## src/rtl/time_entry_loader_pkg.sv

```systemverilog
// Shared definitions for the microwave time-entry loader.
//   - FSM state encodings (2-bit, legacy-compatible localparams)
//   - digit-count limit and BCD maximum digit values
//   - small helpers for classifying keypad digits
package time_entry_loader_pkg;

    localparam logic [1:0] ST_IDLE  = 2'd0;
    localparam logic [1:0] ST_ENTRY = 2'd1;
    localparam logic [1:0] ST_LOAD  = 2'd2;
    localparam logic [1:0] ST_RUN   = 2'd3;

    // Maximum number of digits the operator may enter.
    localparam logic [1:0] DIGIT_LIMIT   = 2'd3;
    // Largest legal BCD value for a units (mod-10) digit.
    localparam logic [3:0] BCD_MAX_DIGIT = 4'd9;
    // Largest legal value for the seconds-tens (mod-6) digit.
    localparam logic [3:0] BCD_MAX_TENS  = 4'd5;

    // True when the keypad code is a decimal digit 0..9.
    function automatic logic is_bcd_digit(input logic [3:0] d);
        return (d <= BCD_MAX_DIGIT);
    endfunction

    // True when the value cannot legally be a seconds-tens digit.
    function automatic logic exceeds_tens(input logic [3:0] d);
        return (d > BCD_MAX_TENS);
    endfunction

endpackage

```

## src/rtl/time_entry_loader_if.sv

```systemverilog
// Keypad / counter-side bundle of the time-entry loader.
//   master : the environment (keypad encoder, controls, counters) - drives
//            key_digit, key_valid, start, cancel, timer_done
//   slave  : the loader - drives counter load data, loadn, run_en,
//            digit_cnt and entry_err
interface time_entry_loader_if;
    logic [3:0] key_digit;
    logic       key_valid;
    logic       start;
    logic       cancel;
    logic       timer_done;
    logic [3:0] sec_ones_data;
    logic [2:0] sec_tens_data;
    logic [3:0] min_data;
    logic       loadn;
    logic       run_en;
    logic [1:0] digit_cnt;
    logic       entry_err;

    modport master (
        output key_digit, key_valid, start, cancel, timer_done,
        input  sec_ones_data, sec_tens_data, min_data, loadn, run_en,
               digit_cnt, entry_err
    );

    modport slave (
        input  key_digit, key_valid, start, cancel, timer_done,
        output sec_ones_data, sec_tens_data, min_data, loadn, run_en,
               digit_cnt, entry_err
    );
endinterface

```

## src/rtl/time_entry_loader_bcd_digit_shift.sv

```systemverilog
// bcd_digit_shift: three-stage digit shifter holding the entered time.
// Each shift pushes a new digit in at the seconds-units end:
//   hi <= tens, tens <= ones[2:0], ones <= din.
// Ports:
//   clk   - clock, rising edge
//   clear - synchronous active-high reset
//   shift - load din and shift the older digits up
//   flush - synchronous clear of all three stages
//   din   - new BCD digit
//   ones  - seconds-units digit (4 bits)
//   tens  - seconds-tens digit (3 bits, mod-6 counter width)
//   hi    - minutes digit (4 bits)
module bcd_digit_shift (
    input  logic       clk,
    input  logic       clear,
    input  logic       shift,
    input  logic       flush,
    input  logic [3:0] din,
    output logic [3:0] ones,
    output logic [2:0] tens,
    output logic [3:0] hi
);

    logic [3:0] ones_q;
    logic [2:0] tens_q;
    logic [3:0] hi_q;

    // Digit registers: reset/flush to zero, otherwise shift on request.
    always_ff @(posedge clk) begin
        if (clear || flush) begin
            ones_q <= 4'd0;
            tens_q <= 3'd0;
            hi_q   <= 4'd0;
        end else if (shift) begin
            // The tens stage is only 3 bits wide; an out-of-range units
            // digit is truncated here and flagged by the controller.
            hi_q   <= {1'b0, tens_q};
            tens_q <= ones_q[2:0];
            ones_q <= din;
        end else begin
            ones_q <= ones_q;
            tens_q <= tens_q;
            hi_q   <= hi_q;
        end
    end

    assign ones = ones_q;
    assign tens = tens_q;
    assign hi   = hi_q;

endmodule

```

## src/rtl/time_entry_loader.sv

```systemverilog
// time_entry_loader: collects up to three keypad digits (M:SS) and
// transfers them into cascaded down-counters with a one-cycle active-low
// load strobe, then enables counting until terminal count or cancel.
// Ports:
//   clk   - clock, rising edge
//   clear - synchronous active-high reset
//   bus   - slave side of time_entry_loader_if (keypad, controls,
//           counter load data, loadn, run_en, digit_cnt, entry_err)
module time_entry_loader
    import time_entry_loader_pkg::*;
(
    input  logic                       clk,
    input  logic                       clear,
    time_entry_loader_if.slave         bus
);

    logic [1:0] state_q, state_d;
    logic [1:0] cnt_q, cnt_d;
    logic       bad_q, bad_d;
    logic       err_q, err_d;
    logic       loadn_q;
    logic       run_en_q;

    logic       shift_s;
    logic       flush_s;
    logic [3:0] ones_s;
    logic [2:0] tens_s;
    logic [3:0] hi_s;
    logic       any_nz_s;

    bcd_digit_shift u_shift (
        .clk   (clk),
        .clear (clear),
        .shift (shift_s),
        .flush (flush_s),
        .din   (bus.key_digit),
        .ones  (ones_s),
        .tens  (tens_s),
        .hi    (hi_s)
    );

    assign any_nz_s = (|ones_s) | (|tens_s) | (|hi_s);

    // Next-state logic; priority cancel > timer_done > start > key_valid.
    always_comb begin
        state_d = state_q;
        cnt_d   = cnt_q;
        bad_d   = bad_q;
        err_d   = 1'b0;
        shift_s = 1'b0;
        flush_s = 1'b0;
        if (bus.cancel) begin
            state_d = ST_IDLE;
            cnt_d   = 2'd0;
            bad_d   = 1'b0;
            flush_s = 1'b1;
        end else begin
            case (state_q)
                ST_IDLE, ST_ENTRY: begin
                    if ((state_q == ST_ENTRY) && bus.start) begin
                        // Any key arriving with start is dropped here.
                        if (!bad_q && any_nz_s) begin
                            state_d = ST_LOAD;
                        end else begin
                            err_d = 1'b1;
                        end
                    end else if (bus.key_valid && !is_bcd_digit(bus.key_digit)) begin
                        err_d = 1'b1;
                    end else if (bus.key_valid && (cnt_q < DIGIT_LIMIT)) begin
                        shift_s = 1'b1;
                        cnt_d   = cnt_q + 2'd1;
                        state_d = ST_ENTRY;
                        // The current units digit is about to become tens.
                        if (exceeds_tens(ones_s)) begin
                            bad_d = 1'b1;
                        end else begin
                            bad_d = bad_q;
                        end
                    end else begin
                        state_d = state_q;
                    end
                end
                ST_LOAD: begin
                    state_d = ST_RUN;
                end
                ST_RUN: begin
                    if (bus.timer_done) begin
                        state_d = ST_IDLE;
                        cnt_d   = 2'd0;
                        bad_d   = 1'b0;
                        flush_s = 1'b1;
                    end else begin
                        state_d = ST_RUN;
                    end
                end
                default: begin
                    state_d = ST_IDLE;
                    cnt_d   = 2'd0;
                    bad_d   = 1'b0;
                    flush_s = 1'b1;
                end
            endcase
        end
    end

    // State and registered outputs; strobes are decoded from the next
    // state so loadn falls on the same edge that enters LOAD.
    always_ff @(posedge clk) begin
        if (clear) begin
            state_q  <= ST_IDLE;
            cnt_q    <= 2'd0;
            bad_q    <= 1'b0;
            err_q    <= 1'b0;
            loadn_q  <= 1'b1;
            run_en_q <= 1'b0;
        end else begin
            state_q  <= state_d;
            cnt_q    <= cnt_d;
            bad_q    <= bad_d;
            err_q    <= err_d;
            loadn_q  <= (state_d != ST_LOAD);
            run_en_q <= (state_d == ST_RUN);
        end
    end

    assign bus.sec_ones_data = ones_s;
    assign bus.sec_tens_data = tens_s;
    assign bus.min_data      = hi_s;
    assign bus.loadn         = loadn_q;
    assign bus.run_en        = run_en_q;
    assign bus.digit_cnt     = cnt_q;
    assign bus.entry_err     = err_q;

endmodule
```

## src/flat_wrapper.sv

```systemverilog
// flat-port wrapper written by rule: the top's interface ports become plain ports
module time_entry_loader_flat import time_entry_loader_pkg::*;
  (clk, clear, bus_key_digit, bus_key_valid, bus_start, bus_cancel, bus_timer_done, bus_sec_ones_data, bus_sec_tens_data, bus_min_data, bus_loadn, bus_run_en, bus_digit_cnt, bus_entry_err);
  time_entry_loader_if bus_i ();
  input  logic clk;
  input  logic clear;
  input wire logic [$bits(bus_i.key_digit)-1:0] bus_key_digit;
  input wire logic [$bits(bus_i.key_valid)-1:0] bus_key_valid;
  input wire logic [$bits(bus_i.start)-1:0] bus_start;
  input wire logic [$bits(bus_i.cancel)-1:0] bus_cancel;
  input wire logic [$bits(bus_i.timer_done)-1:0] bus_timer_done;
  output wire logic [$bits(bus_i.sec_ones_data)-1:0] bus_sec_ones_data;
  output wire logic [$bits(bus_i.sec_tens_data)-1:0] bus_sec_tens_data;
  output wire logic [$bits(bus_i.min_data)-1:0] bus_min_data;
  output wire logic [$bits(bus_i.loadn)-1:0] bus_loadn;
  output wire logic [$bits(bus_i.run_en)-1:0] bus_run_en;
  output wire logic [$bits(bus_i.digit_cnt)-1:0] bus_digit_cnt;
  output wire logic [$bits(bus_i.entry_err)-1:0] bus_entry_err;
  assign bus_i.key_digit = bus_key_digit;
  assign bus_i.key_valid = bus_key_valid;
  assign bus_i.start = bus_start;
  assign bus_i.cancel = bus_cancel;
  assign bus_i.timer_done = bus_timer_done;
  assign bus_sec_ones_data = bus_i.sec_ones_data;
  assign bus_sec_tens_data = bus_i.sec_tens_data;
  assign bus_min_data = bus_i.min_data;
  assign bus_loadn = bus_i.loadn;
  assign bus_run_en = bus_i.run_en;
  assign bus_digit_cnt = bus_i.digit_cnt;
  assign bus_entry_err = bus_i.entry_err;
  time_entry_loader u_core (.clk(clk), .clear(clear), .bus(bus_i));
endmodule
```

## config.mk

```make
export PLATFORM = sky130hd
export DESIGN_NAME = time_entry_loader_flat
export DESIGN_NICKNAME = d
export VERILOG_FILES = /design/src/rtl/time_entry_loader_pkg.sv /design/src/rtl/time_entry_loader_if.sv /design/src/rtl/time_entry_loader_bcd_digit_shift.sv /design/src/rtl/time_entry_loader.sv /design/src/flat_wrapper.sv
export SDC_FILE = /design/constraint.sdc
export NUM_CORES = 1
export LEC_CHECK = 0
export CAP_MARGIN = 25
export CORE_ASPECT_RATIO = 0.9
export CORE_MARGIN = 2
export CORE_UTILIZATION = 48
export DETAILED_ROUTE_END_ITERATION = 7
export PLACE_DENSITY = 0.81
export RECOVER_POWER = 50
export SETUP_SLACK_MARGIN = 0.2
export SLEW_MARGIN = 20
export SYNTH_ARGS = -nofsm -noshare
export SYNTH_HDL_FRONTEND = slang
export SYNTH_SLANG_ARGS = --single-unit
```

## constraint.sdc

```tcl
create_clock -name clk -period 4.17 [get_ports clk]
set_input_delay 0.6255 -clock clk [delete_from_list [all_inputs] [get_ports clk]]
set_output_delay 0.6255 -clock clk [all_outputs]
set_load 0.005 [all_outputs]
```

# Yosys cells after proc, flatten, opt, wreduce, memory -nomap -nowiden
# Index checks and enable logic that the tools add are counted.
# W data, S select, Z words.
[word_totals] output_inout_bits=16 inputBits=10 register_bits=18
[op_classes] n_lt_le_gt_ge=3 mux=29 add_sub_neg=1 bitwise=3 eq_ne=10 n_reduce_logical=17
[ops] op="$mux W2" n=10
[ops] op="$mux W1" n=16
[ops] op="$reduce_or A3 Y1" n=3
[ops] op="$ne A2 B2 Y1 const B" n=4
[ops] op="$eq A2 B2 Y1 const B" n=3
[ops] op="$pmux W2 S3" n=1
[ops] op="$reduce_and A6 Y1" n=1
[ops] op="$reduce_and A5 Y1" n=1
[ops] op="$gt A4 B3 Y1 const B" n=1
[ops] op="$le A4 B4 Y1 const B" n=1
[ops] op="$logic_and A1 B1 Y1" n=4
[ops] op="$ne A2 B1 Y1 const B" n=2
[ops] op="$pmux W2 S2" n=1
[ops] op="$reduce_or A2 Y1" n=2
[ops] op="$reduce_or A4 Y1" n=1
[ops] op="$add A2 B1 Y2 const B" n=1
[ops] op="$eq A2 B1 Y1 const B" n=1
[ops] op="$logic_not A1 Y1" n=2
[ops] op="$logic_not A2 Y1" n=1
[ops] op="$lt A2 B2 Y1 const B" n=1
[ops] op="$or A1 B1 Y1" n=2
[ops] op="$pmux W1 S2" n=1
[ops] op="$reduce_bool A2 Y1" n=1
[ops] op="$logic_or A1 B1 Y1" n=1
[ops] op="$not A1 Y1" n=1

# Depth between registers and ports, before layout
[logic_depth] depth_word=9 depth_mapped=5 depth_no_buf=4

# Cells and area by module
# From an unflattened synthesis, not the netlist that was laid out.
[hier_totals] cells_unflattened=80 hier_area_um2=819.5
[modules_own_cells] mod="time_entry_loader" seq_area_each_um2=160.2 area_per_inst_um2=445.4 cells_per_inst=45 n_inst=1
[modules_own_cells] mod="bcd_digit_shift" seq_area_each_um2=200.2 area_per_inst_um2=374.1 cells_per_inst=35 n_inst=1

# Worst setup path before layout
# Ideal clock, no wire load.
[synth_path] path_type="input -> register" start="input port bus_key_digit[1]" end="register u_core.u_shift.hi_q[0] (netlist: u_core.u_shift.hi[0])" arrival_time_ns=1.402 path_stages=4 required_ns=4.098 path_slack_ns=2.696 path_cell_list="o211ai_1 > and3_4 > buf_12 > mux2i_1"
[synth_between] elab_chain_cells=7
[synth_lines] item="from (decl)" line_no="flat_wrapper.sv:7" rtl="input wire logic [$bits(bus_i.key_digit)-1:0] bus_key_digit;"
[synth_lines] item="$le A4 B4 Y1" line_no="time_entry_loader_pkg.sv:21" rtl="return (d <= BCD_MAX_DIGIT);"
[synth_lines] item="$logic_not A1 Y1" line_no="time_entry_loader.sv:67" rtl="end else if (bus.key_valid && !is_bcd_digit(bus.key_digit)) begin"
[synth_lines] item="$logic_and A1 B1 Y1" line_no="time_entry_loader.sv:67"
[synth_lines] item="$mux W1" line_no="time_entry_loader.sv:67"
[synth_lines] item="$mux W1" line_no="time_entry_loader.sv:60" rtl="if ((state_q == ST_ENTRY) && bus.start) begin"
[synth_lines] item="$mux W1" line_no="time_entry_loader.sv:58" rtl="case (state_q)"
[synth_lines] item="$mux W1" line_no="time_entry_loader.sv:52" rtl="if (bus.cancel) begin"
[synth_lines] item="to (signal assigned)" line_no="time_entry_loader_bcd_digit_shift.sv:37" rtl="hi_q <= {1'b0, tens_q};"
[synth_lines] item="to (signal assigned)" line_no="time_entry_loader_bcd_digit_shift.sv:43" rtl="hi_q <= hi_q;"
[synth_lines] item="to (decl)" line_no="time_entry_loader_bcd_digit_shift.sv:26" rtl="logic [3:0] hi_q;"
# No other way between the ends.
# A chain may end at the register's enable or synchronous reset.

# Worst setup path in the final report
[layout_path] start="input port bus_cancel" end="register u_core.u_shift.tens_q[2] (netlist: u_core.u_shift.tens[2])"
[layout_between] elab_chain_cells=2 word_cells_on_any_way=3 classes_between="mux (2); reduce/logical (1)"
[layout_lines] item="from (decl)" line_no="flat_wrapper.sv:10" rtl="input wire logic [$bits(bus_i.cancel)-1:0] bus_cancel;"
[layout_lines] item="$mux W1" line_no="time_entry_loader.sv:52"
[layout_lines] item="$logic_or A1 B1 Y1" line_no="time_entry_loader_bcd_digit_shift.sv:30" rtl="if (clear || flush) begin"
[layout_lines] item="to (signal assigned)" line_no="time_entry_loader_bcd_digit_shift.sv:38" rtl="tens_q <= ones_q[2:0];"
[layout_lines] item="to (signal assigned)" line_no="time_entry_loader_bcd_digit_shift.sv:42" rtl="tens_q <= tens_q;"
[layout_lines] item="to (decl)" line_no="time_entry_loader_bcd_digit_shift.sv:25" rtl="logic [2:0] tens_q;"
# Several ways; a longest one is shown, not always the timed one.

==> summary.txt <==
Outcome
  – Status: finished, final reports clean

Yosys
  – Cell variety after synth: 30
  – Syn. warnings: 0
  – Number of synthesized flops with an enable pin: 0
  – Most used DFF post-synth: dfxtp_1
  – Adder-cell share of the synthesized area: 1.45%
  – Xor-xnor portion of the synthesized cell area: 0%
  – Multiplexer share of the synthesized area: 12.8%
  – Synth Instances: 86
  – Post-Synth Simple-Gate Area: 22.8%
  – Sequential element share of the synthesized area: 41.7%
  – Main combinational cell family by area after synthesis: simple AND/OR/NAND/NOR gates
  – Complex-gate fraction of the synthesized area: 13.3%
  – Seq cells post-synth: 18
  – Synthesized Nets: 97
  – Average size of a mapped cell: 10.0 sq um
  – Async set-reset flop share out of synthesis: 0%
  – Mapped cell area: 863 sq um

Routing
  – DR pass1 iterations: 4
  – Detail Route Antenna Nets: 0
  – Iteration-0 DRC Markers: 15
  – DRC viols: 0
  – Via/cell ratio: 5.36
  – Via count: 713
  – Detailed Route WL: 1820 um
  – WL/cell: 13.7 um

Timing
  – Worst slew pin tran: 0.712 ns
  – Worst hold slack: 0.468 ns
  – Final Skew: 0.00393 ns
  – Slew headroom: 52.5%
  – Final Hold Vio Count: 0
  – Setup TNS Final: 0 ns
  – PnR worst setup slack: 2.10 ns
  – RSZ-0062 raised after global routing: no
  – Period minus WS final: 2.07 ns
  – Count of final setup violators: 0
  – Fin crit share: 49.6%
  – Highest Clock Rate: 0.483 GHz
  – Slew Limit Fails: 0

Clock network
  – Clk root buf: clkbuf_4
  – H-tree levels: 1
  – Num CTS Buffers: 3
  – Sink Count: 18
  – CTS max path bufs: 2
  – CTS tree: built
  – Reg clk slew, reported paths: 0.10 ns
  – Worst-Skew Late Latency: 0.30 ns
  – Post-CTS Setup Inserts: 0
  – Resize count post-CTS: 0
  – Hold buffers post-CTS: 0

Placed design
  – Dpl cell area: 0.00107 sq mm
  – HPWL Detailed: 1390 um
  – Port buffer count: 24
  – DP Worst Slack: 1.89 ns
  – GPL Wtd Cong: 0.890

Pwr
  – Max IR drop VDD: 0.000172 V
  – P_leak: 0.445 nW
  – Power per cell area: 292 mW/mm^2

Min path
  – Hold Path Class: register to register
  – Hold endpoint: u_core.bad_q
  – Hold path startpoint: u_core.bad_q
  – Hold Path Depth: 2

Worst setup path
  – WP data arrival: 2.30 ns
  – Worst reg2reg path depth: 3
  – Crit path largest cell delay: 0.69 ns
  – Reg-to-reg startpoint: u_core.state_q[0]
  – Worst setup EP type: register
  – RR Endpoint: u_core.u_shift.tens[2]
  – CP Cell Sequence: dlygate4sd3_1 > a311oi_4 > nand2_1 > mux2i_1
  – Worst path bufs/invs: 1
  – Crit-path max FO: 16
  – CP Class: primary input to register
  – Worst path slowest cell: a311oi_4
  – Startpoint Class: primary input
  – Crit path required time: 4.40 ns
  – Crit-path leading delay family: compound AO/OA/AOI/OAI gates
  – Reg2reg setup slack: 2.66 ns

Floorplan
  – Row count: 14
  – Core ar.: 0.00168 sq mm
  – I/O Pins: 26
  – Die area: 0.00215 sq mm
  – Initial Util: 51.3%
  – Die X: 48.7 um
  – Die H: 44.2 um

GRT
  – Met3 Use GR: 7.43%
  – Largest net degree at the start of global routing: 17
  – Met2 Use GR: 31.2%
  – Vias in the first global route: 704
  – Gr usage total: 18.9%
  – Total grt overflow: 0
  – First-pass GRT wire length: 2990 um
  – Number of antenna violations at the first check in global routing: 0
  – Top Usage Layer GRT: met2
  – Met1 Use GR: 21.0%

Finish
  – Commonest non-fill, non-tap cell in the layout: nand2_1
  – Layout Nets: 121
  – N_diodes: 0
  – Share of layout cells above drive strength 1: 8.26%
  – Commonest cells after routing, fill and taps aside: nand2_1 (21), dfxtp_1 (18), dlygate4sd3_1 (13), mux2i_1 (11), clkdlybuf4s50_1 (11)
  – Area Growth Syn to Fin: 28.4%
  – Final Cell Area: 0.00111 sq mm

Job
  – Number of max-cap violations: 0
[per-layer routing]
metal,wire [um],vias to the layer above
li1,-,353
met2,872,19
met4,39,0
met5,0,-
met3,94,5
met1,809,336
[cell type report]
cell class / count / area (sq um)
multi-input cells: 62 / 438
well taps: 24 / 30.0
flip-flops and latches: 18 / 360
clock buffers: 4 / 36.3
inverters: 1 / 3.75
fillers: 141 / 573
repair buffers: 24 / 240
[worst register-to-register path, cell delays in order (launching register included)]
cell and delay (ns):
dfxtp_1 0.42, a311oi_4 0.68, nand2_1 0.18, mux2i_1 0.16
[through the flow]
| step | power (mW) | util (%) | std cells |
|---|---|---|---|
| after floorplan | 0.204 | - | 86 |
| after global placement | 0.218 | 63.8 | 129 |
| after detailed placement | 0.219 | 63.8 | 129 |
| after CTS | 0.328 | 65.9 | 133 |
| after global routing | 0.336 | 65.9 | 133 |
| final | 0.324 | 65.9 | 133 |
[worst max path at each step]
stage	start	to	slack, ns	cells after the start
after global placement	bus_cancel	u_core.u_shift.tens[1]	1.94	4
after floorplan	bus_key_digit[1]	u_core.u_shift.hi[0]	2.70	4
after global routing	bus_cancel	u_core.u_shift.hi[2]	2.00	4
after CTS	bus_cancel	u_core.u_shift.tens[2]	2.19	4
after detailed placement	bus_cancel	u_core.u_shift.tens[2]	1.89	4
final	bus_cancel	u_core.u_shift.tens[2]	2.10	4
[power breakdown]
group	internal [mW]	switching [mW]	total, mW
combinational	0.0197	0.0173	0.0370
sequential	0.174	0.00292	0.177
clock	0.0533	0.0561	0.109
[cells by family (layout without fill, tap and decap cells)]
kind of cell | after synthesis | count (layout)
flip-flops | 18 | 18
buffers and inverters | 6 | 29
multiplexers | 11 | 11
AO/OA/AOI/OAI | 12 | 12
adder cells (fa/ha/maj) | 1 | 1
AND/OR/NAND/NOR | 37 | 37
other | 1 | 1
[state kept, by name, summed over array words and instances, names as in the netlist]
signal / count
u_core.u_shift.ones: 4
u_core.u_shift.hi: 3
u_core.u_shift.tens: 3
u_core.bus.digit_cnt: 2
u_core.state_q: 2
u_core.bad_q: 1
u_core.bus.entry_err: 1
u_core.bus.loadn: 1
u_core.bus.run_en: 1
[synthesized netlist by cell type, drive strengths merged, types with 2 or more instances]
master | instances | share of area [%]
a31oi | 2 | 1.4
nand3 | 2 | 1.2
a311oi | 2 | 4.1
and3 | 2 | 2.2
nor4 | 2 | 1.4
nor2 | 2 | 0.87
a21o | 2 | 1.7
nand2 | 21 | 9.1
mux2i | 11 | 13
buf | 5 | 7.1
nor3 | 2 | 1.2
a211oi | 2 | 1.7
dfxtp | 18 | 42
Power figures use the tool's default switching activity.
==> patch 1 (same settings) <==
Add an input register stage for `clear`; this delays it by one clock. The other inputs are not delayed to match.
--- a/src/rtl/time_entry_loader.sv
+++ b/src/rtl/time_entry_loader.sv
@@ -14,4 +14,10 @@
     time_entry_loader_if.slave         bus
 );
+
+    logic clear_q;
+
+    always_ff @(posedge clk) begin
+        clear_q <= clear;
+    end
 
     logic [1:0] state_q, state_d;
@@ -31,5 +37,5 @@
     bcd_digit_shift u_shift (
         .clk   (clk),
-        .clear (clear),
+        .clear (clear_q),
         .shift (shift_s),
         .flush (flush_s),
@@ -107,5 +113,5 @@
     // state so loadn falls on the same edge that enters LOAD.
     always_ff @(posedge clk) begin
-        if (clear) begin
+        if (clear_q) begin
             state_q  <= ST_IDLE;
             cnt_q    <= 2'd0;
Check against the original RTL: not equivalent (Yosys sat finds a counterexample within 4 cycles, from zero or initial values).
==> patch 1 against the original RTL <==
Setup slack is essentially flat; clock power shrank 17%; sequential cell count grew 1; register-to-register slack lost 0.25 ns; total power shrank 3.5%; critical path depth is the same; sequential power grew 6%; fmax is essentially flat; area after synthesis shrank 2.6%; routed wire length shrank 12%; final area shrank 2.1%; sequential share of layout area grew 2.6 points; utilization shrank 0.73 points; critical path type unchanged; highest routed layer unchanged.
==> patch 1: results (changes against the original RTL) <==
cellLeakagePower_nw: 0.476  # +6.9%
synth_seq_area_share_pct: 45.2  # +3.5 points
status: "finished clean"
port_buffers: 24  # unchanged
wirelength_um: 1600  # -12%
worstSetupStartpoint: "bus_key_valid"
routedWlPerCell_um: 12.3  # -10%
skew_ns: 0.00289  # -0.00104 ns
crit_fanout: 10  # -6
dr_wl_met2_um: 758  # -13%
grt_max_degree: 22  # +5
cpPeakStageDelay_ns: 0.57  # -0.12 ns
ir_worst_vdd_v: 0.000205  # +19%
drt_first_pass_iters: 6  # +2
worst-r2r-setup-slack_ns: 2.41  # -0.25 ns
dr.max_layer_used: "met4"
post_cts_buffers: 0  # unchanged
worst_pin_slew_ns: 0.796  # +0.0834 ns
grt_use_total_pct: 17.8  # -1.1 points
placed_cell_area_sq_mm: 0.00106  # -1.3%
drive_gt1_share_pct: 7.55  # -0.71 points
worst_path_max_delay_cell: "nand4_1"
r2r_cells: 4  # +1
n_antenna_cell: 0  # unchanged
syn_inst: 83  # -3.5%
dp_slack_ns: 1.81  # -0.0823 ns
crit_end: "u_core.u_shift.ones[2]"
grt_pass1_vias: 580  # -18%
met3WireLength_um: 77  # -18%
cp_top_family: "simple AND/OR/NAND/NOR gates"
fin_nets: 118  # -2.5%
hold_ws_ns: 0.460  # -0.00728 ns
min_period_over_period_pct: 49.6  # about the same
hpwl_um: 1200  # -13%
dr.first_iter.drc_count: 12  # -3
path_clk_slew_ns: 0.10  # about the same
hold_end: "u_core.bad_q"
worst_ep_arrival_time_ns: 2.28  # -0.02 ns
dpl.cell_count: 126  # -2.3%
netlist_top_cells_area: "dfxtp_1, mux2i_1, nand2_1"
vias: 663  # -7.0%
ys_types: 28  # -6.7%
yosys-top-cells-count: "nand2_1, dfxtp_1, mux2i_1"
drt-met1-wl_um: 739  # -8.7%
grt_pass1_wl_um: 2610  # -13%
clkLatencyLatePin_ns: 0.29
synth_fp_nets: 94  # -3.1%
gpl.final_weighted_congestion: 0.795  # -11%
-- patch 1: final cells by class --
cell class,instances,area [sq um]
fillers,145,579
multi-input cells,59,408
flip-flops and latches,19,380
repair buffers,24,240
well taps,24,30.0
clock buffers,4,26.3
-- patch 1: logic make-up after synthesis --
group                      count (synthesis)  share of synthesized area, %
and+or+nand+nor                           34                          19.6
muxes                                     12                          14.3
other                                      1                         0.446
buffers and inverters                      5                          6.25
adders and majority gates                  1                          1.49
AOI/OAI and AO/OA                         11                          12.6
DFF                                       19                          45.2
-- patch 1: power breakdown --
part           switching (mW)  leakage, nW  internal (mW)  total [mW]
registers             0.00324        0.154          0.184       0.188
clock network          0.0537       0.0150         0.0372      0.0909
logic                  0.0157        0.307         0.0181      0.0339
total                  0.0727        0.476          0.240       0.312
-- patch 1: metal layers --
layer,vias up,global-route usage [%]
met3,2,3.75
met4,0,8.11
met1,299,25.7
met5,-,0
li1,342,-
met2,20,25.1
==> patch 2 (same flow settings) <==
Without the edit above. The package constant `BCD_MAX_DIGIT` goes from 4'd9 to 4'd4.
--- a/src/rtl/time_entry_loader_pkg.sv
+++ b/src/rtl/time_entry_loader_pkg.sv
@@ -13,5 +13,5 @@
     localparam logic [1:0] DIGIT_LIMIT   = 2'd3;
     // Largest legal BCD value for a units (mod-10) digit.
-    localparam logic [3:0] BCD_MAX_DIGIT = 4'd9;
+    localparam logic [3:0] BCD_MAX_DIGIT = 4'd4;
     // Largest legal value for the seconds-tens (mod-6) digit.
     localparam logic [3:0] BCD_MAX_TENS  = 4'd5;
Check against the original RTL: not equivalent (a bounded check fails within 4 cycles, from zero or initial values).
==> patch 2 against the original RTL <==
Sequential share of layout area rose by 1.1 points; total power shrank 2.5%; utilization is 6.4 points higher; area after synthesis is 9.6% lower; routed wire length decreased by 7.5%; setup slack improved by 0.014 ns; critical endpoint unchanged; register-to-register slack lost 0.03 ns; sequential cell count is the same; final area shrank 3.4%; highest routed layer unchanged; via count down 4.9%; critical path type unchanged.
==> patch 2: results (changes against the original RTL) <==
grt_pass1_vias: 662  # -6.0%
grt_max_degree: 19  # +2
cellLeakagePower_nw: 0.438  # -1.6%
power_switching_uw: 71.7  # -6.1%
synth_top_area_cell: "dfxtp_1"
slew_headroom_pct: 48.6  # -3.9 points
yosys_warnings: 0  # unchanged
crit_fanout: 18  # +2
fin_nets: 117  # -3.3%
clkLatencyLatePin_ns: 0.30  # about the same
hpwl_um: 1280  # -8.2%
ctsResizeCount: 0  # unchanged
cpPeakStageDelay_ns: 0.72  # +0.03 ns
slew_violations: 0  # unchanged
skew_ns: 0.00334  # -0.000590 ns
cts-root-buf: "clkbuf_4"
post_cts_buffers: 0  # unchanged
yosys-top-cells-count: "dfxtp_1, nand2_1, mux2i_1"
clk_path_buf_depth: 2  # unchanged
reg2reg_from: "u_core.bus.digit_cnt[0]"
port_buffers: 24  # unchanged
ir_worst_vdd_v: 0.000229  # +33%
synth_fp_nets: 91  # -6.2%
antenna_found_initial: 0  # unchanged
synthArstFlopShare_pct: 0  # unchanged
routedWlPerCell_um: 13.2  # -3.1%
worstSetupStartpoint: "bus_cancel"
fill_cells: 116  # -18%
grt_use_total_pct: 19.4  # +0.53 points
synth_seq_area_share_pct: 46.2  # +4.4 points
drc: 0  # unchanged
dr.first_iter.drc_count: 13  # -2
ys_types: 26  # -13%
viasPerCell: 5.34  # -0.42%
worst_ep_arrival_time_ns: 2.29
status: "finished clean"
drt_first_pass_iters: 2  # -2
top_regs: "u_core.u_shift.ones (4), u_core.u_shift.hi (3), u_core.u_shift.tens (3)"
min_from: "u_core.u_shift.ones[3]"
final_antenna_net_count: 0  # unchanged
placed_cell_area_sq_mm: 0.00103  # -3.5%
path_clk_slew_ns: 0.10  # about the same
cts.htree.levels: 1  # unchanged
netlist_top_cells_area: "dfxtp_1, mux2i_1, nand2_1"
worst_path_max_delay_cell: "a311oi_4"
grt_pass1_wl_um: 2820  # -6.0%
numCtsBuffers: 3  # unchanged
grt_overflow: 0  # unchanged
hold_path_class: "flip-flop to flip-flop"
drive_gt1_share_pct: 7.62  # -0.64 points
n_antenna_cell: 0  # unchanged
gpl.final_weighted_congestion: 0.735  # -17%
## patch 2: cell count changes after synthesis, moves of 2 or more
cell | before | now
nand2_1 | 21 | 18
a211oi_1 | 2 | 0
nor2_1 | 2 | 4
nor4b_1 | 0 | 2
buf_6 | 3 | 0
buf_4 | 1 | 3
## patch 2: critical path: cells and delay by family
kind	cells	cell delay, ns
buffers and inverters	1	0.61
multiplexers	1	0.16
AND/OR/NAND/NOR	1	0.17
AO/OA/AOI/OAI	1	0.72
## patch 2: worst paths after layout
path              slack (ns)  depth (start not counted)                 endpoint
setup reg to reg        2.63                          4  u_core.bus.digit_cnt[1]
hold / removal          0.48                          2   u_core.u_shift.ones[3]
setup / recovery        2.11                          4   u_core.u_shift.tens[2]
hold reg to reg         0.48                          2   u_core.u_shift.ones[3]
## patch 2: per-stage QoR
stage	std cells	worst slack (ns)	power (mW)	utilization, %	hold slack [ns]
4_1_cts	127	2.21	0.316	72.4	0.484
3_3_place_gp	123	1.96	0.211	69.9	0.446
6_report	127	2.11	0.315	72.4	0.477
5_1_grt	127	1.97	0.328	72.4	0.497
2_1_floorplan	80	2.57	0.195	-	0.431
3_5_place_dp	123	1.90	0.211	69.9	0.469
## patch 2: final cells by class
cell class | instances | area [sq um] | area share [%]
Clock buffer | 4 | 36.3 | 3.39
Multi-Input combinational cell | 58 | 399 | 37.3
Sequential cell | 18 | 360 | 33.6
Tap cell | 22 | 27.5 | 2.57
Timing Repair Buffer | 25 | 248 | 23.1
## patch 2: cell families (layout without fill, tap and decap cells)
| group | count (synthesis) | in the layout | share of synthesized area, % |
|---|---|---|---|
| and+or+nand+nor | 35 | 35 | 22.1 |
| DFF | 18 | 18 | 46.2 |
| muxes | 11 | 11 | 14.1 |
| AOI/OAI and AO/OA | 10 | 10 | 12.0 |
| buffers and inverters | 4 | 29 | 3.52 |
| adders and majority gates | 1 | 1 | 1.60 |
| other | 1 | 1 | 0.480 |
## patch 2: layer usage
metal / vias to the layer above / GRT usage, % / routed length [um]
met5: - / 0 / 0
met4: 0 / 3.43 / 14
met3: 3 / 5.17 / 49
met2: 13 / 30.3 / 795
met1: 326 / 26.8 / 821
li1: 336 / - / -
## patch 2: power by group through the flow
stage / Sequential (mW) / Clock, mW / Combinational (mW)
CTS: 0.175 / 0.109 / 0.0324
finish: 0.175 / 0.109 / 0.0319
global route: 0.175 / 0.118 / 0.0344
floorplan: 0.179 / 0 / 0.0162
detailed placement: 0.179 / 0 / 0.0322
global placement: 0.179 / 0 / 0.0317
